==> src/rtl/call_ret_seq.sv <==
// Program-counter sequencer with CALL/RET support driving an external return stack.
// RET is a three-edge sequence: pop strobe, stack read, then pc load from the stack.
module call_ret_seq #(
  parameter int AW    = 10,
  parameter int DEPTH = 16
) (
  input  logic          clk,
  input  logic          reset,
  input  logic          en,
  input  logic [1:0]    op,
  input  logic [AW-1:0] target,
  output logic [AW-1:0] pc,
  output logic          busy,
  output logic          st_reset,
  output logic          st_push,
  output logic          st_pop,
  output logic [AW-1:0] st_inpush,
  input  logic [AW-1:0] st_outpop,
  output logic          ovf,
  output logic          unf
);
  localparam int DW = $clog2(DEPTH) + 1;

  localparam logic [1:0] RUN  = 2'd0;
  localparam logic [1:0] RET1 = 2'd1;
  localparam logic [1:0] RET2 = 2'd2;

  localparam logic [1:0] OP_SEQ  = 2'b00;
  localparam logic [1:0] OP_JUMP = 2'b01;
  localparam logic [1:0] OP_CALL = 2'b10;
  localparam logic [1:0] OP_RET  = 2'b11;

  localparam logic [DW-1:0] DEPTH_MAX = DW'(DEPTH);

  logic [1:0]    state;
  logic [DW-1:0] depth;

  assign busy = (state != RUN);

  always_ff @(posedge clk) begin
    if (reset) begin
      state     <= RUN;
      pc        <= '0;
      depth     <= '0;
      st_reset  <= 1'b1;
      st_push   <= 1'b0;
      st_pop    <= 1'b0;
      st_inpush <= '0;
      ovf       <= 1'b0;
      unf       <= 1'b0;
    end else begin
      st_reset <= 1'b0;
      st_push  <= 1'b0;
      st_pop   <= 1'b0;
      case (state)
        RUN: begin
          if (en) begin
            case (op)
              OP_SEQ:  pc <= pc + 1'b1;
              OP_JUMP: pc <= target;
              OP_CALL: begin
                if (depth < DEPTH_MAX) begin
                  st_push   <= 1'b1;
                  st_inpush <= pc;
                  pc        <= target;
                  depth     <= depth + 1'b1;
                end else begin
                  ovf <= 1'b1;
                  pc  <= pc + 1'b1;
                end
              end
              OP_RET: begin
                if (depth != '0) begin
                  st_pop <= 1'b1;
                  depth  <= depth - 1'b1;
                  state  <= RET1;
                end else begin
                  unf <= 1'b1;
                  pc  <= pc + 1'b1;
                end
              end
              default: ;
            endcase
          end
        end
        RET1: state <= RET2;
        // stack already returns caller pc + 1, so load it unmodified
        RET2: begin
          pc    <= st_outpop;
          state <= RUN;
        end
        default: state <= RUN;
      endcase
    end
  end
endmodule

==> config.mk <==
export PLATFORM = sky130hd
export DESIGN_NAME = call_ret_seq
export DESIGN_NICKNAME = d
export VERILOG_FILES = /design/src/rtl/call_ret_seq.sv
export SDC_FILE = /design/constraint.sdc
export NUM_CORES = 1
export LEC_CHECK = 0
export CORE_MARGIN = 5
export CORE_UTILIZATION = 40
export CTS_BUF_LIST = sky130_fd_sc_hd__clkbuf_8
export DETAILED_ROUTE_END_ITERATION = 8
export PLACE_DENSITY = 0.71
export SYNTH_ARGS = -nofsm -noshare
export SYNTH_HDL_FRONTEND = slang
export SYNTH_SLANG_ARGS = --single-unit
export TNS_END_PERCENT = 10
==> constraint.sdc <==
create_clock -name clk -period 2.9 [get_ports clk]
set_clock_uncertainty 0.1 [all_clocks]
set_input_delay 0.58 -clock clk [delete_from_list [all_inputs] [get_ports clk]]
set_output_delay 0.58 -clock clk [all_outputs]
set_load 0.02 [all_outputs]
[Word-level counts from Yosys, hierarchy flattened]
Index checks and enable logic that the tools add are counted.
Operators by class
  add/subtract/negate cells: 3
  magnitude comparators: 1
  eq/ne operators: 11
  mux-type cells: 15
  bitwise logic cells: 6
  reductions and logical operators: 14
Operators by type and width (number)
  $pmux W10 S4: 1
  $mux W10: 3
  $pmux W10 S2: 1
  $reduce_and A4 Y1: 3
  $add A10 B1 Y10 const B: 1
  $mux W5: 2
  $pmux W5 S2: 1
  $ne A2 B2 Y1 const B: 4
  $reduce_or A4 Y1: 2
  $eq A2 B2 Y1 const B: 3
  $mux W2: 3
  $not A1 Y1: 6
  $reduce_and A3 Y1: 2
  $reduce_bool A2 Y1: 3
  $add A5 B1 Y5 const B: 1
  $lt A5 B5 Y1 const B: 1
  $reduce_and A5 Y1: 1
  $reduce_bool A5 Y1: 1
  $sub A5 B1 Y5 const B: 1
  $eq A2 B1 Y1 const B: 2
  $logic_not A2 Y1: 2
  $pmux W2 S2: 1
  $mux W1: 3
  $ne A3 B3 Y1 const B: 1
  $ne A2 B1 Y1 const B: 1
Word-level totals
  register bits after elaboration: 32
  bits of input ports: 25
  output and inout bits: 26
  logic and storage cells: 59

[Longest topological paths before layout]
  word-level depth: 5
  gate-level depth with buffers: 7

[Worst setup path after synthesis]
Ideal clock, no wire load.
  path type: input port to flip-flop
  from: input port op[0]
  to: register pc[5]
  library setup time: 0.092 ns
  arrival: 2.064 ns
  setup slack: 0.644 ns
  stages on the path: 6
  buffers on the path: 1
  cells stage by stage: ha_1 -> clkbuf_8 -> or3b_2 -> o211a_4 -> or3_1 -> o32ai_1
On the way
  longest elaborated chain between the ends: 4
  elaborated cells on any way between the ends: 9
  classes of those cells: eq/ne (4); mux (3); reduce/logical (2)
RTL lines
  start: declaration: line 10  | input logic [1:0] op,
  $eq A2 B2 Y1 (tied with other cells): line 58  | case (op)
  $pmux W10 S4: line 58
  $mux W10: line 57  | if (en) begin
  $pmux W10 S2: line 55  | case (state)
  end signal: assignment: line 59  | OP_SEQ: pc <= pc + 1'b1;
  end signal: assignment: line 60  | OP_JUMP: pc <= target;
  end signal: assignment: line 65  | pc <= target;
  end: declaration: line 12  | output logic [AW-1:0] pc,
Several ways; a longest one is shown, not always the timed one. The select of a mux whose other input is x is not followed.
A chain may end at the register's enable or synchronous reset.

[Final worst setup path]
  from: input port op[0]
  to: register pc[6]
Same word-level chain as after synthesis.

==> flow_metrics.tcl <==
set metrics [dict create \
    worstSetupEndpoint "pc[6]" \
    timing.rr.end "pc[8]" \
    fin_crit_ps 2498 \
    io_buffers 50 \
    cts.path.max_buffers 2 \
    cts_resized 0 \
    slew_viol_final 0 \
    dpl.cell_count 298 \
    p_leak_nw 1.016 \
    first_pass_iters 4 \
    wl_per_cell_um 15.51 \
    hold_violations 0 \
    nets 286 \
    final_core_util_pct 56.04 \
    hold_class "reg2reg" \
    start_util_pct 41.52 \
    p_per_area_nw_per_um2 452.1 \
    max_cap_viol_count 0 \
    grt_overflow_total 0 \
    gr-usage-all-layers_pct 16.01 \
    cp_top_family "compound AO/OA/AOI/OAI gates" \
    status "finished clean" \
    hold-worst-slack_ps 390.2 \
    yosys.area.top_type "dfxtp_1" \
    avgSynthCellArea_um2 9.074 \
    ys_async_sr_fraction_pct 0 \
    numCtsBuffers 5 \
    area_delta_synth_final_pct 34.95 \
    path_cells "clkdlybuf4s50_1 > inv_1 > ha_1 > nand2b_1 > a21oi_1 > a2111oi_0 > o41ai_1" \
    fmax_mhz 400.3 \
    num_vias 1735 \
    min_from "unf" \
    cpMaxStageDelayCell "a21oi_1" \
    syn_area_um2 1833 \
    cp-start-kind "input pin" \
    fin_setup_tns_ps 0 \
    clkTransAtPathRegs_ps 70 \
    ctsHoldBuffers 0 \
    synth_edf_count 0 \
    finalPower_w 0.001118 \
    io_pins 51 \
    reg2reg_depth 5 \
    yosysWarnings 0 \
    crit_required_ps 2990 \
    synth_top_flop_cell "dfxtp_1" \
    finalSetupViolCount 0 \
    cp_max_fo 7 \
    cts_tree "built" \
    worstSetupPathType "in2reg" \
    yosys-top-cells-area "dfxtp_1 (35%), mux2i_1 (6.0%), ha_1 (4.8%)" \
    grt_max_degree 27 \
    rrSetupSlack_ps 880 \
    grt_pass1_wl_um 7914 \
    slew_headroom_pct 61.77 \
    synth_cell_types 49 \
    synthCells 202 \
    synth_top_area_share_pct 34.95 \
    worstPathBufferInverterCount 2 \
    finalCritPeriodShare_pct 86.15 \
    critPathLaunch "op[0]" \
    irDropWorstVdd_v 0.0002629 \
    synth-seq-cells 32 \
    end_kind "flop" \
    fin_cells 305 \
    nFillCells 421 \
    num_antenna_cells 0 \
    dpl.hpwl_um 3497 \
    h-tree-depth 2 \
    worst_slew_pin_slew_ps 573.4 \
    drc_errors 0 \
    arrival_ps 2590 \
    slowest_delay_ps 510 \
    drive_gt1_share_pct 8.300 \
    fp.dieArea_um2 6037 \
    placeableCoreArea_um2 4414 \
    synth_nets 235 \
    r2r-start "pc[0]" \
    cts-root-buf "clkbuf_8" \
    rows 24 \
    postRouteAntennaNets 0 \
    grt_pass1_vias 1665 \
    crit_cells 7 \
    grt_setup_unrepaired "no" \
    clock_latency_ps 290 \
    detail_route.wirelength_um 4732 \
    drt_iter0_drc 141 \
    cts_setup_buffers 0 \
    yosysSeqAreaShare_pct 34.95 \
    die_h_um 77.70 \
    gp_congestion 0.7655 \
    via_per_inst 5.689 \
    antenna_found_initial 0 \
    cts.sinks 32 \
    die_w_um 77.70 \
]
[worst register-to-register path, delay by kind of cell, from the launching register on]
family	cells	cell delay [ps]
simple gates	1	200
fa+ha+maj	1	250
flops	1	460
compound gates	3	890
[synthesized netlist by cell type (5+ instances only)]
cell      instances
o21ai_0           6
inv_1             7
nand4_1           5
o211a_1           5
dfxtp_1          32
ha_1              7
a21oi_1          11
clkbuf_1          7
nand2_1           7
nand3b_1          6
nor2_1           21
o41ai_1           5
mux2i_1          11
[logic make-up (layout without fill, tap and decap cells)]
group                      Yosys count  in the layout  synth area share [%]
buffers and inverters               19             70                 5.051
and+or+nand+nor                     72             72                 22.59
muxes                               11             11                 6.007
adders and majority gates            8              8                 5.870
AOI/OAI and AO/OA                   55             55                 23.14
xor gates and xnor gates             5              5                 2.389
DFF                                 32             32                 34.95
[cell usage in the layout, fill, tap and decap left out, types with 5 or more instances in the layout]
| cell type | n |
|---|---|
| ha_1 | 7 |
| nor2_1 | 21 |
| clkdlybuf4s50_1 | 50 |
| buf_4 | 6 |
| nand2_1 | 7 |
| o21ai_0 | 6 |
| nand4_1 | 5 |
| o41ai_1 | 5 |
| inv_1 | 7 |
| nand3b_1 | 6 |
| mux2i_1 | 11 |
| a21oi_1 | 11 |
| clkbuf_8 | 7 |
| dfxtp_1 | 32 |
| o211a_1 | 5 |
[layout make-up]
type                    instances  area (um2)  share of cell area, %
inverters                       7       26.28                  1.062
well taps                      52       65.06                  2.630
flip-flops and latches         32       640.6                  25.90
repair buffers                 56       545.5                  22.05
multi-input cells             151        1100                  44.46
clock buffers                   7       96.34                  3.895
[where the power goes]
part / internal [W] / switching [W]
Sequential: 0.000461 / 0.0000342
Clock: 0.000211 / 0.000160
Combinational: 0.000124 / 0.000127
[registers in the layout, indices dropped and copies added, names as in the netlist]
register   cells
state          2
st_inpush     10
ovf            1
st_reset       1
st_push        1
pc            10
depth          5
unf            1
st_pop         1
[per-stage QoR]
step	setup slack, ps	cell area [um2]
final	401.7	2474
after global placement	121.8	2377
after detailed placement	71.54	2377
after floorplan	643.8	1833
after CTS	371.9	2474
after global routing	148.2	2474
[metal layers]
metal | GRT usage [%] | wire length, um
met1 | 21.52 | 2207
met2 | 25.04 | 2141
met3 | 3.704 | 312
met4 | 5.670 | 71
met5 | 0 | 0
[worst min path at each step]
stage | cells past startpoint | to
2_1_floorplan | 1 | state[1]
3_3_place_gp | 2 | unf
3_5_place_dp | 2 | unf
4_1_cts | 2 | unf
5_1_grt | 2 | st_inpush[5]
6_report | 2 | unf
Note: power is estimated with default switching activity, not from simulation.
